[config.mk]
export PLATFORM = sky130hd
export DESIGN_NAME = sha256_varlen
export DESIGN_NICKNAME = d
export VERILOG_FILES = /design/src/rtl/sha256_varlen.sv
export SDC_FILE = /design/constraint.sdc
export NUM_CORES = 2
export LEC_CHECK = 0
export CAP_MARGIN = 20
export CORE_MARGIN = 2
export CORE_UTILIZATION = 66
export CTS_BUF_LIST = sky130_fd_sc_hd__clkbuf_4 sky130_fd_sc_hd__clkbuf_8
export DETAILED_ROUTE_END_ITERATION = 12
export PLACE_DENSITY = 0.82
export REMOVE_ABC_BUFFERS = 1
export SYNTH_ARGS = -nofsm -noshare
export SYNTH_HDL_FRONTEND = slang
export SYNTH_SLANG_ARGS = --single-unit
[constraint.sdc]
create_clock -name clk -period 12.4 [get_ports clk]
set_clock_uncertainty 0.15 [all_clocks]
set_input_delay 1.24 -clock clk [delete_from_list [all_inputs] [get_ports clk]]
set_output_delay 1.24 -clock clk [all_outputs]
set_load 0.005 [all_outputs]
[src/rtl/sha256_varlen.sv]
// Variable-length SHA-256: reads num_words message words, pads on the fly,
// compresses block by block with a 16-entry rolling schedule window, writes the digest.
//   state  | meaning
//   IDLE   | waiting for start
//   LOAD   | fetch 16 padded words of the current block (17 cycles)
//   ROUND  | 64 compression rounds
//   UPDATE | fold working vars into H, advance block
//   WRITE  | write H0..H7 to output_addr
//   DONE   | one-cycle done (and error on rejection)
module sha256_varlen #(
  parameter int MAX_WORDS = 64,
  parameter int ADDR_W    = 16
) (
  input  logic              clk,
  input  logic              reset,
  input  logic              start,
  input  logic [15:0]       num_words,
  input  logic [ADDR_W-1:0] message_addr,
  input  logic [ADDR_W-1:0] output_addr,
  output logic              busy,
  output logic              done,
  output logic              error,
  output logic              mem_clk,
  output logic              mem_we,
  output logic [ADDR_W-1:0] mem_addr,
  output logic [31:0]       mem_write_data,
  input  logic [31:0]       mem_read_data
);

  typedef enum logic [2:0] {
    S_IDLE, S_LOAD, S_ROUND, S_UPDATE, S_WRITE, S_DONE
  } state_t;

  localparam logic [31:0] K [64] = '{
    32'h428a2f98, 32'h71374491, 32'hb5c0fbcf, 32'he9b5dba5, 32'h3956c25b, 32'h59f111f1, 32'h923f82a4, 32'hab1c5ed5,
    32'hd807aa98, 32'h12835b01, 32'h243185be, 32'h550c7dc3, 32'h72be5d74, 32'h80deb1fe, 32'h9bdc06a7, 32'hc19bf174,
    32'he49b69c1, 32'hefbe4786, 32'h0fc19dc6, 32'h240ca1cc, 32'h2de92c6f, 32'h4a7484aa, 32'h5cb0a9dc, 32'h76f988da,
    32'h983e5152, 32'ha831c66d, 32'hb00327c8, 32'hbf597fc7, 32'hc6e00bf3, 32'hd5a79147, 32'h06ca6351, 32'h14292967,
    32'h27b70a85, 32'h2e1b2138, 32'h4d2c6dfc, 32'h53380d13, 32'h650a7354, 32'h766a0abb, 32'h81c2c92e, 32'h92722c85,
    32'ha2bfe8a1, 32'ha81a664b, 32'hc24b8b70, 32'hc76c51a3, 32'hd192e819, 32'hd6990624, 32'hf40e3585, 32'h106aa070,
    32'h19a4c116, 32'h1e376c08, 32'h2748774c, 32'h34b0bcb5, 32'h391c0cb3, 32'h4ed8aa4a, 32'h5b9cca4f, 32'h682e6ff3,
    32'h748f82ee, 32'h78a5636f, 32'h84c87814, 32'h8cc70208, 32'h90befffa, 32'ha4506ceb, 32'hbef9a3f7, 32'hc67178f2
  };

  localparam logic [31:0] IV [8] = '{
    32'h6a09e667, 32'hbb67ae85, 32'h3c6ef372, 32'ha54ff53a,
    32'h510e527f, 32'h9b05688c, 32'h1f83d9ab, 32'h5be0cd19
  };

  function automatic logic [31:0] rotr(input logic [31:0] x, input int s);
    return (x >> s) | (x << (32 - s));
  endfunction

  function automatic logic [31:0] bsig0(input logic [31:0] x);
    return rotr(x, 2) ^ rotr(x, 13) ^ rotr(x, 22);
  endfunction

  function automatic logic [31:0] bsig1(input logic [31:0] x);
    return rotr(x, 6) ^ rotr(x, 11) ^ rotr(x, 25);
  endfunction

  function automatic logic [31:0] ssig0(input logic [31:0] x);
    return rotr(x, 7) ^ rotr(x, 18) ^ (x >> 3);
  endfunction

  function automatic logic [31:0] ssig1(input logic [31:0] x);
    return rotr(x, 17) ^ rotr(x, 19) ^ (x >> 10);
  endfunction

  state_t            state_q, state_d;
  logic [6:0]        cnt_q;
  logic [15:0]       blk_q, last_blk_q, n_q;
  logic [ADDR_W-1:0] msg_q, out_q;
  logic              err_q;
  logic [31:0]       h_q [8];
  logic [31:0]       v_q [8];
  logic [31:0]       w_q [16];

  logic        reject;
  logic [3:0]  cap_idx;
  logic [19:0] g_rd, g_cap;
  logic [31:0] pad_word, cap_word, w_new, w_r, t1, t2;

  assign reject  = num_words > 16'(MAX_WORDS);
  assign cap_idx = cnt_q[3:0] - 4'd1;
  assign g_rd    = {blk_q, cnt_q[3:0]};
  assign g_cap   = {blk_q, cap_idx};

  // Words past the message are synthesised; memory contents there are ignored.
  always_comb begin
    pad_word = 32'h0;
    if (g_cap == {4'd0, n_q})
      pad_word = 32'h8000_0000;
    else if (g_cap == {last_blk_q, 4'hF})
      pad_word = {11'd0, n_q, 5'd0};
  end

  assign cap_word = (g_cap < {4'd0, n_q}) ? mem_read_data : pad_word;

  // Window holds W[r-16..r-1] in w_q[0..15] once r >= 16.
  assign w_new = ssig1(w_q[14]) + w_q[9] + ssig0(w_q[1]) + w_q[0];
  assign w_r   = (cnt_q[6:4] == 3'd0) ? w_q[cnt_q[3:0]] : w_new;
  assign t1    = v_q[7] + bsig1(v_q[4]) + ((v_q[4] & v_q[5]) ^ (~v_q[4] & v_q[6]))
               + K[cnt_q[5:0]] + w_r;
  assign t2    = bsig0(v_q[0]) + ((v_q[0] & v_q[1]) ^ (v_q[0] & v_q[2]) ^ (v_q[1] & v_q[2]));

  always_ff @(posedge clk) begin
    if (reset) state_q <= S_IDLE;
    else       state_q <= state_d;
  end

  always_comb begin
    state_d = state_q;
    case (state_q)
      S_IDLE:   if (start) state_d = reject ? S_DONE : S_LOAD;
      S_LOAD:   if (cnt_q == 7'd16) state_d = S_ROUND;
      S_ROUND:  if (cnt_q == 7'd63) state_d = S_UPDATE;
      S_UPDATE: state_d = (blk_q == last_blk_q) ? S_WRITE : S_LOAD;
      S_WRITE:  if (cnt_q == 7'd7) state_d = S_DONE;
      S_DONE:   state_d = S_IDLE;
      default:  state_d = S_IDLE;
    endcase
  end

  always_ff @(posedge clk) begin
    if (reset) begin
      cnt_q <= 7'd0;
      blk_q <= 16'd0;
      err_q <= 1'b0;
    end else begin
      cnt_q <= (state_d != state_q || state_q == S_IDLE) ? 7'd0 : cnt_q + 7'd1;
      case (state_q)
        S_IDLE: begin
          if (start) begin
            err_q <= reject;
            if (!reject) begin
              n_q        <= num_words;
              msg_q      <= message_addr;
              out_q      <= output_addr;
              blk_q      <= 16'd0;
              last_blk_q <= 16'((17'(num_words) + 17'd2) >> 4);
              for (int i = 0; i < 8; i++) h_q[i] <= IV[i];
            end
          end
        end
        S_LOAD: begin
          if (cnt_q != 7'd0) w_q[cap_idx] <= cap_word;
          if (cnt_q == 7'd16)
            for (int i = 0; i < 8; i++) v_q[i] <= h_q[i];
        end
        S_ROUND: begin
          v_q[0] <= t1 + t2;
          v_q[1] <= v_q[0];
          v_q[2] <= v_q[1];
          v_q[3] <= v_q[2];
          v_q[4] <= v_q[3] + t1;
          v_q[5] <= v_q[4];
          v_q[6] <= v_q[5];
          v_q[7] <= v_q[6];
          if (cnt_q[6:4] != 3'd0) begin
            for (int i = 0; i < 15; i++) w_q[i] <= w_q[i+1];
            w_q[15] <= w_new;
          end
        end
        S_UPDATE: begin
          for (int i = 0; i < 8; i++) h_q[i] <= h_q[i] + v_q[i];
          blk_q <= blk_q + 16'd1;
        end
        default: ;
      endcase
    end
  end

  assign mem_clk = clk;
  assign busy    = (state_q == S_LOAD) || (state_q == S_ROUND) ||
                   (state_q == S_UPDATE) || (state_q == S_WRITE);
  assign done    = (state_q == S_DONE);
  assign error   = (state_q == S_DONE) && err_q;
  // Gated by reset so a reset landing in WRITE cannot commit one more word.
  assign mem_we  = (state_q == S_WRITE) && !reset;

  always_comb begin
    mem_addr       = '0;
    mem_write_data = 32'h0;
    if (state_q == S_LOAD && cnt_q[6:4] == 3'd0) begin
      mem_addr = msg_q + ADDR_W'(g_rd);
    end else if (state_q == S_WRITE) begin
      mem_addr       = out_q + ADDR_W'(cnt_q[2:0]);
      mem_write_data = h_q[cnt_q[2:0]];
    end
  end

endmodule

==> summary.md <==
| Metric | Value |
|---|---|
| Outcome | `complete, but fails checks` |
| Failing checks | `DRC` |
| Worst r2r src | `w_q[1][26]` |
| Width of the die | `352 µm` |
| Post-synthesis sequential element count | `1112` |
| Unrepaired setup endpoints after global routing | `false` |
| Peak fanout along the critical path | `5` |
| DR vias | `62800` |
| Number of synthesized flops with an enable pin | `1085` |
| Type of the worst setup path | `register to register` |
| HPWL Detailed | `190000 µm` |
| Post-Synthesis Mean Instance Area | `10.8 µm²` |
| Final hold slack | `330 ps` |
| Detailed Route WL | `261000 µm` |
| Chip height | `352 µm` |
| Peak supply drop | `0.000118 V` |
| Fin nets | `8146` |
| Via density | `6.83` |
| # rows | `127` |
| Critical path startpoint | `w_q[1][26]` |
| Crit path time final | `11030 ps` |
| Non-filler instance count after layout | `9199` |
| Slew of the pin with the lowest slew margin | `1180 ps` |
| Sequential share of the synthesized area | `41.6%` |
| Synthesized area | `79700 µm²` |
| Share of layout cells above drive strength 1 | `10.9%` |
| CP startpoint kind | `register` |
| Final setup vio count | `0` |
| Overall routing resource usage | `42.2%` |
| Crit path DAT | `11670 ps` |
| # DRC | `2` |
| Core ar. | `120000 µm²` |
| Largest net degree at the start of global routing | `239` |
| CTS tree | `built` |
| Clock slew seen by the registers of the worst setup and hold paths | `60 ps` |
| Global route total overflow | `0` |
| Max-cap violations | `0` |
| Fmax | `90.7 MHz` |
| First-pass GRT wire length | `386000 µm` |
| HP Class | `register to register` |
| Resize count post-CTS | `0` |
| Min-delay src | `err_q` |
| Crit. End Element | `register` |
| Fin crit share | `88.9%` |
| Ys async rst share | `0%` |
| Most used flip-flop cell after synthesis | `edfxtp_1` |
| Number of port buffers | `135` |
| Initial antenna violation count | `6` |
| Top-level I/O count | `136` |
| DIE AREA | `124000 µm²` |
| Req. time, crit path | `13050 ps` |
| Starting Density | `66.5%` |
| Vias in the first global route | `60600` |
| Fin. Hold Viols | `0` |
| Yosys warns | `0` |
| Max incr delay on CP | `550 ps` |
| Skew-Pair Late Insertion Delay | `1080 ps` |
| Slew margin rel. | `19.0%` |
| Drt first pass iters | `12` |
| Hold_buf cts | `0` |
| Fillers | `8539` |
| Placed cell count | `8848` |
| Most frequent cells in the layout | `1085 x edfxtp_1, 890 x nand2_1, 713 x a21o_1, 449 x inv_1, 434 x ha_1` |
| Fin. max-slew vios | `0` |
| Worst path most repeated cell | `inv_1` |
| Postcts setup bufs | `0` |
| Leak | `35.1 nW` |
| Commonest non-fill, non-tap cell in the layout | `edfxtp_1` |
| Initial drt markers | `8220` |
| RD Place Congestion | `1.04` |
| Slowest CP cell | `fa_1` |
| Cell Pwr Density | `110 nW/µm²` |
| Setup TNS | `0 ps` |
| Antenna Nets Post-Route | `0` |
| Wire per inst | `28.4 µm` |
| Netlist cell types | `96` |
| Gate Count Post-Synth | `7411` |
| Synthesis-to-layout area growth | `7.98%` |
[sequential cells by signal (all words and copies together) (netlist names)]
register    count
v_q           256
out_q          16
blk_q          16
err_q           1
msg_q          16
last_blk_q     13
cnt_q           7
h_q           256
w_q           512
n_q            16
state_q         3
[cell usage after synthesis (all sizes together), types with 111 or more instances]
library cell	instances	area, µm²
a21oi	408	2170
fa	198	3960
nand2	895	3360
xnor2	375	3280
a21o	713	5350
nand3	118	636
mux4	228	5130
xor2	225	1970
edfxtp	1085	32600
nor2	325	1240
o21ai	389	1960
buf	111	731
ha	434	5430
clkbuf	303	1140
inv	451	1690
[critical path: cells and delay by family (launching register included)]
kind	cells	cell delay (ps)
and+or+nand+nor	5	860
DFF	1	530
AOI/OAI and AO/OA	15	3720
muxes	1	220
adders and majority gates	9	4100
buffers and inverters	7	400
xor gates and xnor gates	4	800
[final timing paths]
path,slack (ps),cells past startpoint,end
worst max register to register,1370,41,v_q[0][30]
worst min register to register,330,2,err_q
worst min-delay path,330,2,err_q
worst max-delay path,1370,41,v_q[0][30]
[per-layer routing]
metal | global-route usage, % | up-vias | wire, µm
li1 | - | 27100 | -
met2 | 66.8 | 4107 | 121000
met3 | 8.51 | 843 | 27400
met5 | 0 | - | 0
met1 | 54.1 | 30800 | 94600
met4 | 25.2 | 0 | 18000
[where the power goes]
group / internal, mW / total (mW) / switching [mW]
sequential: 4.09 / 4.10 / 0.00569
clock: 1.73 / 3.41 / 1.68
combinational: 0.804 / 1.92 / 1.12
total: 6.63 / 9.43 / 2.80
[final cells by class]
type                       count  area, µm²  area share, %
tap                         1612       2020           2.34
sequential                  1112      33100           38.5
antenna                        7       17.5         0.0204
multi-input combinational   5433      43300           50.3
inverter                     452       1700           1.97
clock inverter                85        553          0.643
timing repair buffer         238       2200           2.56
clock buffer                 260       3170           3.68
[stage by stage]
| stage | power [mW] | area (µm²) | setup slack, ps | utilization [%] |
|---|---|---|---|---|
| after floorplan | 5.59 | 77800 | -6770 | - |
| after global placement | 6.02 | 82300 | 1590 | 68.7 |
| after detailed placement | 6.06 | 82300 | 1460 | 68.7 |
| after CTS | 9.40 | 86100 | 1410 | 71.8 |
| after global routing | 9.77 | 86100 | 684 | 71.8 |
| final | 9.43 | 86100 | 1370 | 71.8 |
[cells by family (layout without fill, tap and decap cells)]
group	after synthesis	after routing	share of synthesized area (%)
buffers and inverters	866	1035	4.47
and+or+nand+nor	1817	1817	10.4
other	0	7	0
xor gates and xnor gates	600	600	6.59
adders and majority gates	637	637	11.8
DFF	1112	1112	41.6
muxes	351	351	8.13
AOI/OAI and AO/OA	2028	2028	17.0
No activity file was read; power rests on OpenSTA's default activity.
